### config.mk
export PLATFORM = sky130hd
export DESIGN_NAME = datapath_sequencer_flat
export DESIGN_NICKNAME = d
export VERILOG_FILES = /design/src/rtl/datapath_sequencer_if.sv /design/src/rtl/datapath_sequencer.sv /design/src/flat_wrapper.sv
export SDC_FILE = /design/constraint.sdc
export NUM_CORES = 1
export LEC_CHECK = 0
export ABC_CLOCK_PERIOD_IN_PS = 2300
export BUFFER_PORTS_ARGS = -buffer_cell sky130_fd_sc_hd__buf_2
export CAP_MARGIN = 20
export CORE_MARGIN = 2
export CORE_UTILIZATION = 47
export DETAILED_ROUTE_END_ITERATION = 6
export PLACE_DENSITY = 0.79
export SETUP_SLACK_MARGIN = 0.05
export SYNTH_ARGS = -nofsm -noshare
export SYNTH_HDL_FRONTEND = slang
export SYNTH_SLANG_ARGS = --single-unit
### constraint.sdc
create_clock -name clk -period 2.3 [get_ports clk]
set_clock_uncertainty 0.1 [all_clocks]
set_input_delay 0.115 -clock clk [delete_from_list [all_inputs] [get_ports clk]]
set_output_delay 0.115 -clock clk [all_outputs]
set_load 0.05 [all_outputs]
### src/rtl/datapath_sequencer_if.sv
// rtl/datapath_sequencer_if.sv - instruction handshake and datapath control bundle
// The master side drives instructions and stalls, and the slave side drives the datapath controls.
interface datapath_sequencer_if #(
  parameter int CNT_W = 16
) ();
  logic             instr_valid;
  logic [15:0]      instr_in;
  logic             instr_ready;
  logic             hold;
  logic [15:0]      wEnable;
  logic [7:0]       opcode;
  logic [3:0]       Rdest_select;
  logic [3:0]       Rsrc_select;
  logic [15:0]      Imm_in;
  logic             Imm_select;
  logic             busy;
  logic             retire;
  logic [CNT_W-1:0] retired_cnt;

  modport master (
    output instr_valid, instr_in, hold,
    input  instr_ready, wEnable, opcode, Rdest_select, Rsrc_select,
           Imm_in, Imm_select, busy, retire, retired_cnt
  );

  modport slave (
    input  instr_valid, instr_in, hold,
    output instr_ready, wEnable, opcode, Rdest_select, Rsrc_select,
           Imm_in, Imm_select, busy, retire, retired_cnt
  );
endinterface

### src/rtl/datapath_sequencer.sv
// rtl/datapath_sequencer.sv - four-step issue controller for the register-file/ALU datapath
// Decode outputs are combinational from IR, so they stay stable until the next accept.
module datapath_sequencer #(
  parameter int CNT_W = 16
) (
  input  logic                 clk,
  input  logic                 reset,
  datapath_sequencer_if.slave  bus
);

  typedef enum logic [1:0] {
    IDLE      = 2'd0,
    DECODE    = 2'd1,
    EXECUTE   = 2'd2,
    WRITEBACK = 2'd3
  } state_t;

  state_t           state;
  state_t           state_next;
  logic [15:0]      ir;
  logic             accept;
  logic             ready;
  logic [15:0]      wen;
  logic             retire_q;
  logic [CNT_W-1:0] cnt_q;
  logic [3:0]       op_hi;
  logic [3:0]       op_ext;
  logic             no_write;
  logic             zero_ext;

  assign op_hi    = ir[15:12];
  assign op_ext   = ir[7:4];
  assign no_write = ((op_hi == 4'h0) && (op_ext == 4'hB)) || (op_hi == 4'hB);
  assign zero_ext = (op_hi == 4'h1) || (op_hi == 4'h2) || (op_hi == 4'h3);

  always_ff @(posedge clk) begin
    if (reset) begin
      state <= IDLE;
    end else begin
      state <= state_next;
    end
  end

  always_comb begin
    state_next = state;
    ready      = 1'b0;
    accept     = 1'b0;
    wen        = 16'h0000;
    case (state)
      IDLE: begin
        ready = !bus.hold;
        if (bus.instr_valid && !bus.hold) begin
          accept     = 1'b1;
          state_next = DECODE;
        end
      end
      DECODE: begin
        if (!bus.hold) state_next = EXECUTE;
      end
      EXECUTE: begin
        if (!bus.hold) state_next = WRITEBACK;
      end
      WRITEBACK: begin
        // The write lands on the single unheld WRITEBACK cycle; a reset in that cycle cancels it.
        if (!bus.hold) begin
          state_next = IDLE;
          if (!no_write && !reset) wen = 16'h0001 << ir[11:8];
        end
      end
      default: state_next = IDLE;
    endcase
  end

  always_ff @(posedge clk) begin
    if (reset) begin
      ir <= 16'h0000;
    end else if (accept) begin
      ir <= bus.instr_in;
    end
  end

  always_ff @(posedge clk) begin
    if (reset) begin
      retire_q <= 1'b0;
      cnt_q    <= '0;
    end else if (!bus.hold) begin
      retire_q <= (state == WRITEBACK);
      if (state == WRITEBACK) cnt_q <= cnt_q + 1'b1;
    end
  end

  assign bus.instr_ready  = ready;
  assign bus.wEnable      = wen;
  assign bus.busy         = (state != IDLE);
  assign bus.retire       = retire_q;
  assign bus.retired_cnt  = cnt_q;
  assign bus.Rdest_select = ir[11:8];
  assign bus.Rsrc_select  = ir[3:0];
  assign bus.opcode       = (op_hi == 4'h0) ? {4'h0, op_ext} : {op_hi, 4'h0};
  assign bus.Imm_select   = (op_hi != 4'h0);
  assign bus.Imm_in       = zero_ext ? {8'h00, ir[7:0]} : {{8{ir[7]}}, ir[7:0]};

endmodule
### src/flat_wrapper.sv
// flat-port wrapper written by rule: the top's interface ports become plain ports
module datapath_sequencer_flat 
#(
  parameter int CNT_W = 16
)
  (clk, reset, bus_instr_valid, bus_instr_in, bus_hold, bus_instr_ready, bus_wEnable, bus_opcode, bus_Rdest_select, bus_Rsrc_select, bus_Imm_in, bus_Imm_select, bus_busy, bus_retire, bus_retired_cnt);
  datapath_sequencer_if #(.CNT_W(CNT_W)) bus_i ();
  input  logic clk;
  input  logic reset;
  input wire logic [$bits(bus_i.instr_valid)-1:0] bus_instr_valid;
  input wire logic [$bits(bus_i.instr_in)-1:0] bus_instr_in;
  input wire logic [$bits(bus_i.hold)-1:0] bus_hold;
  output wire logic [$bits(bus_i.instr_ready)-1:0] bus_instr_ready;
  output wire logic [$bits(bus_i.wEnable)-1:0] bus_wEnable;
  output wire logic [$bits(bus_i.opcode)-1:0] bus_opcode;
  output wire logic [$bits(bus_i.Rdest_select)-1:0] bus_Rdest_select;
  output wire logic [$bits(bus_i.Rsrc_select)-1:0] bus_Rsrc_select;
  output wire logic [$bits(bus_i.Imm_in)-1:0] bus_Imm_in;
  output wire logic [$bits(bus_i.Imm_select)-1:0] bus_Imm_select;
  output wire logic [$bits(bus_i.busy)-1:0] bus_busy;
  output wire logic [$bits(bus_i.retire)-1:0] bus_retire;
  output wire logic [$bits(bus_i.retired_cnt)-1:0] bus_retired_cnt;
  assign bus_i.instr_valid = bus_instr_valid;
  assign bus_i.instr_in = bus_instr_in;
  assign bus_i.hold = bus_hold;
  assign bus_instr_ready = bus_i.instr_ready;
  assign bus_wEnable = bus_i.wEnable;
  assign bus_opcode = bus_i.opcode;
  assign bus_Rdest_select = bus_i.Rdest_select;
  assign bus_Rsrc_select = bus_i.Rsrc_select;
  assign bus_Imm_in = bus_i.Imm_in;
  assign bus_Imm_select = bus_i.Imm_select;
  assign bus_busy = bus_i.busy;
  assign bus_retire = bus_i.retire;
  assign bus_retired_cnt = bus_i.retired_cnt;
  datapath_sequencer #(.CNT_W(CNT_W)) u_core (.clk(clk), .reset(reset), .bus(bus_i));
endmodule
==> qor.yml, run 1 <==
rows: 23
grt_pass1_wl_mm: 7.08
ys_seq_area_frac: 0.345
first_pass_iters: 4
grt_max_degree: 37
critPathCapture: "bus_wEnable[2]"
io_buffers: 87
hold_start: "bus_hold"
synth_top_area_share: 0.345
fmax_mhz: 464
gp_congestion: 0.855
yosys_warnings: 0
cp_data_required_time_ps: 2090
tightest_slew_ps: 780
leakagePower_nw: 1.26
clkTransAtPathRegs_ps: 70
ant_nets: 0
yosys-top-cells-area: "dfxtp_1 (34%), buf_4 (8.5%), nand2_1 (7.4%), nor2_1 (5.9%), a21oi_1 (4.4%)"
io_pins: 88
overflow: 0
syn-cell-area_um2: 2030
status: "finished, final reports clean"
seqCellArea_um2: 704
cp-end-kind: "output pin"
grt_pass1_vias: 1609
hold_depth: 3
antenna_found_initial: 0
vias: 1841
cts_buffers: 5
n_antenna_cell: 0
final_cell_mix: "buf_2 (74), nand2_1 (40), nor2_1 (32), dfxtp_1 (32), a21oi_1 (18)"
synthCells: 244
drv_cap: 0
via_per_inst: 4.94
placed_area_um2: 2340
finalCritPeriodShare: 0.937
avgSynthCellArea_um2: 8.33
synth_largest_area_cell: "dfxtp_1"
wl_per_cell_um: 12.1
reg2reg_to: "u_core.ir[2]"
postSynthRegisterBits: 35
path_class: "flop to output pin"
routed_wl_mm: 4.51
path_max_fanout: 8
slew_headroom: 0.479
cts_tree: "done"
final_area_um2: 2720
cp.arrival_ps: 1940
hold_class: "primary input to flop"
drive_gt1_frac: 0.387
start_util: 0.497
dieArea_um2: 4870
finalHoldViolations: 0
layout_commonest_cell: "buf_2"
grt_usage: 0.175
startpoint_type: "flop"
r2r_slack_ps: 420
ctsRootBufferMaster: "clkbuf_8"
finalSetupTns_ps: 0
cts.sinks: 35
yosys_most_used_dff: "dfxtp_1"
synthesis.nets: 269
min_period_ps: 2150
power.density_nw_per_um2: 613
ir_worst_vdd_v: 0.000438
setup_viol: 0
syn_to_final_growth_pct: 33.8
grt_setup_unrepaired: "false"
post-dp-hpwl_mm: 3.14
multi_input_area_um2: 1130
crit_path_start: "u_core.state[0]"
n_fill_cell: 333
core_area_um2: 4090
synth_edf_count: 0
drc: 0
rr_worst_depth: 7
clkLatencyLatePin_ps: 280
cts_buffer_depth: 2
ys_types: 39
async_reset_ff_frac: 0
drt_iter0_markers: 48
slew_viol_final: 0
die_h_um: 69.8
fin_nets: 347
die_x_um: 69.8
htree_levels: 2
r2r_start: "u_core.state[1]"
sequential cells by signal, indices dropped and copies added, names as in the netlist:
signal and cells:
u_core.bus.retired_cnt 16, u_core.ir 16, u_core.state 2, u_core.bus.retire 1
power breakdown:
| part | internal, mW | leakage, nW | switching, mW |
|---|---|---|---|
| combinational | 0.125 | 0.910 | 0.294 |
| sequential | 0.634 | 0.285 | 0.0423 |
| clock | 0.351 | 0.0612 | 0.220 |
| total | 1.11 | 1.26 | 0.557 |
metal layers:
metal / wire, um / global-route usage / up-vias
met5: 0 / 0 / -
met4: 45 / 0.0513 / 0
met2: 2220 / 0.314 / 64
met3: 318 / 0.0436 / 5
li1: - / - / 941
met1: 1930 / 0.204 / 831
synthesized netlist by cell type (2+ instances only):
master / number
clkbuf_1: 11
nor3_2: 6
xnor2_1: 9
nand3b_4: 2
and2_1: 5
nand2b_1: 2
buf_4: 23
nand3b_1: 2
buf_2: 2
nor4_2: 5
nand4_1: 6
nor4_4: 2
nand2_1: 40
a21oi_1: 18
inv_1: 7
mux2i_1: 2
and4b_1: 2
nor2_1: 32
ha_1: 5
nand3_1: 2
nor2b_1: 4
dfxtp_1: 35
nor3_1: 3
xor2_1: 4
layout make-up:
class	instances	area share
clock inverter	2	0.0129
inverter	7	0.00966
tap	50	0.0230
multi-input combinational	165	0.415
sequential	35	0.259
timing repair buffer	108	0.250
clock buffer	6	0.0304
timing repair:
item / in CTS / in global routing
resized for setup: 0 / 35
buffers inserted: 0 / 3
endpoints found under the hold margin: 16 / 0
endpoints found under the setup margin: 0 / 16
hold buffers: 16 / 0
worst max-delay path, stage by stage, from the launching register on:
cell	delay [ps]
dfxtp_2	370
ha_4	140
and2b_2	190
nor3b_4	270
buf_4	170
nand3b_4	130
nor3_2	140
clkbuf_4	260
stage by stage:
stage | setup slack [ps] | power [mW] | std cells | utilization | hold WS [ps]
3_3_place_gp | 431 | 1.07 | 346 | 0.572 | 256
6_report | 145 | 1.67 | 373 | 0.665 | 91.2
2_1_floorplan | 87.1 | 1.03 | 244 | - | 151
5_1_grt | 39.5 | 1.73 | 373 | 0.665 | 108
4_1_cts | 55.8 | 1.68 | 370 | 0.640 | 83.9
3_5_place_dp | 371 | 1.08 | 346 | 0.572 | 263
worst min-delay path by stage:
| stage | endpoint |
|---|---|
| after floorplan | u_core.ir[0] |
| after global placement | u_core.ir[2] |
| after detailed placement | u_core.ir[14] |
| after CTS | u_core.bus.retire |
| after global routing | u_core.state[0] |
| final | u_core.bus.retire |
kinds of logic (layout without fill, tap and decap cells):
logic type	Yosys count	count (layout)	share of synthesized area
and+or+nand+nor	121	121	0.366
buffers and inverters	44	123	0.126
DFF	35	35	0.345
AOI/OAI and AO/OA	23	23	0.0616
xor gates and xnor gates	13	13	0.0560
adders and majority gates	5	5	0.0308
muxes	3	3	0.0154
(Power assumes the default switching activity.)
==> run 2, diff against run 1 <==
Settings changed: GPL_TIMING_DRIVEN set to 0, REMOVE_ABC_BUFFERS set to 1.
==> qor.yml, run 2 (synthesis gave the netlist of run 1 again) <==
cp_data_required_time_ps: 2090
comb_power_share: 0.249
setup_viol: 0
hold_start: "bus_hold"
die_h_um: 69.8
power.density_nw_per_um2: 628
dieArea_um2: 4870
cp.arrival_ps: 1950
start_util: 0.497
cp-end-kind: "output pin"
setup_slack_ps: 131
drv_cap: 0
timing.hold.ws_ps: 58.1
slew_headroom: 0.541
cts_tree: "done"
finalHoldViolations: 0
ant_nets: 0
cts_buffers: 5
rr_worst_depth: 6
grt_max_degree: 38
htree_levels: 2
reg2reg_to: "u_core.ir[9]"
rows: 23
via_per_inst: 4.96
leakagePower_nw: 1.23
p_sw_mw: 0.553
status: "finished, final reports clean"
syn_to_final_growth_pct: 29.9
final_cell_mix: "buf_2 (78), nand2_1 (40), dfxtp_1 (33)"
clkLatencyLatePin_ps: 290
tightest_slew_ps: 688
overflow: 0
crit_chain: "ha_4 > and2b_2 > nor3b_4 > nand3_4 > nor2_1 > buf_2"
wl_per_cell_um: 12.8
post-dp-hpwl_mm: 3.20
antenna_found_initial: 0
grt_pass1_wl_mm: 7.60
clkTransAtPathRegs_ps: 70
finalCritPeriodShare: 0.943
first_pass_iters: 4
fin_nets: 344
p_seq_frac: 0.407
dp_slack_ps: 158
min_period_ps: 2170
ctsRootBufferMaster: "clkbuf_8"
io_pins: 88
core_area_um2: 4090
grt_pass1_vias: 1632
io_buffers: 87
cp_slowest_cell: "dfxtp_2"
r2r_slack_ps: 450
critPathMaxStageDelay_ps: 380
crit_path_start: "u_core.state[0]"
finalSetupTns_ps: 0
routed_wl_mm: 4.75
critPathCapture: "bus_wEnable[14]"
gp_congestion: 0.810
p_int_mw: 1.10
r2r_start: "u_core.state[1]"
grt_setup_unrepaired: "true"
sw_frac_of_total: 0.334
startpoint_type: "flop"
hold_class: "primary input to flop"
grt_usage: 0.192
layout_commonest_cell: "buf_2"
drt_iter0_markers: 61
fmax_mhz: 461
drc: 0
drive_gt1_frac: 0.375
slew_viol_final: 0
ir_worst_vdd_v: 0.000347
cts.sinks: 35
clkPwrFrac: 0.344
n_antenna_cell: 0
die_x_um: 69.8
path_max_fanout: 8
path_class: "flop to output pin"
vias: 1836
cts_buffer_depth: 2
run 2: area by class of cell:
cell class | count | area, um^2
fillers | 382 | 1450
multi-input cells | 165 | 1100
flip-flops and latches | 35 | 703
repair buffers | 105 | 633
clock buffers | 6 | 82.6
well taps | 50 | 62.6
clock inverters | 2 | 35.0
inverters | 7 | 26.3
run 2: metal layers:
| metal | vias to the layer above | global-route usage | part of all wire |
|---|---|---|---|
| met3 | 9 | 0.0422 | 0.043 |
| met1 | 847 | 0.216 | 0.42 |
| met4 | 0 | 0.0791 | 0.021 |
| met2 | 49 | 0.347 | 0.52 |
| met5 | - | 0 | 0 |
| li1 | 931 | - | - |
run 2: worst min-delay path by stage:
stage / slack, ps / cells past startpoint / endpoint
after detailed placement: 260 / 3 / u_core.ir[4]
after global placement: 260 / 3 / u_core.ir[11]
after CTS: 50 / 3 / u_core.state[0]
after global routing: 70 / 3 / u_core.state[0]
final: 60 / 3 / u_core.state[0]
after floorplan: 80 / 1 / u_core.bus.retired_cnt[13]
run 2: power groups by stage:
stage	combinational [mW]	sequential, mW	clock (mW)
6_report	0.412	0.674	0.571
5_1_grt	0.442	0.679	0.612
4_1_cts	0.411	0.673	0.584
3_5_place_dp	0.388	0.683	0
3_3_place_gp	0.382	0.681	0
2_1_floorplan	0.206	0.762	0
run 2: per-stage QoR:
stage | util | instance area [um^2] | cells | power [mW]
global placement | 0.563 | 2300 | 344 | 1.06
global route | 0.646 | 2640 | 370 | 1.73
detailed placement | 0.563 | 2300 | 344 | 1.07
floorplan | - | 1800 | 207 | 0.968
CTS | 0.640 | 2610 | 368 | 1.67
finish | 0.646 | 2640 | 370 | 1.66
run 2: worst max-delay path, delay by kind of cell (launching register included):
family	cells	cell delay, ps
buffers and inverters	1	270
adder cells (fa/ha/maj)	1	190
AND/OR/NAND/NOR	4	820
flip-flops	1	380
run 2: what timing repair did:
item                                    CTS  global route
buffers inserted                          0             2
resized for setup                        12             2
endpoints found under the setup margin   16            16
hold buffers                             16             0
pin swaps                                 0             1
hold endpoints to repair                 16             0
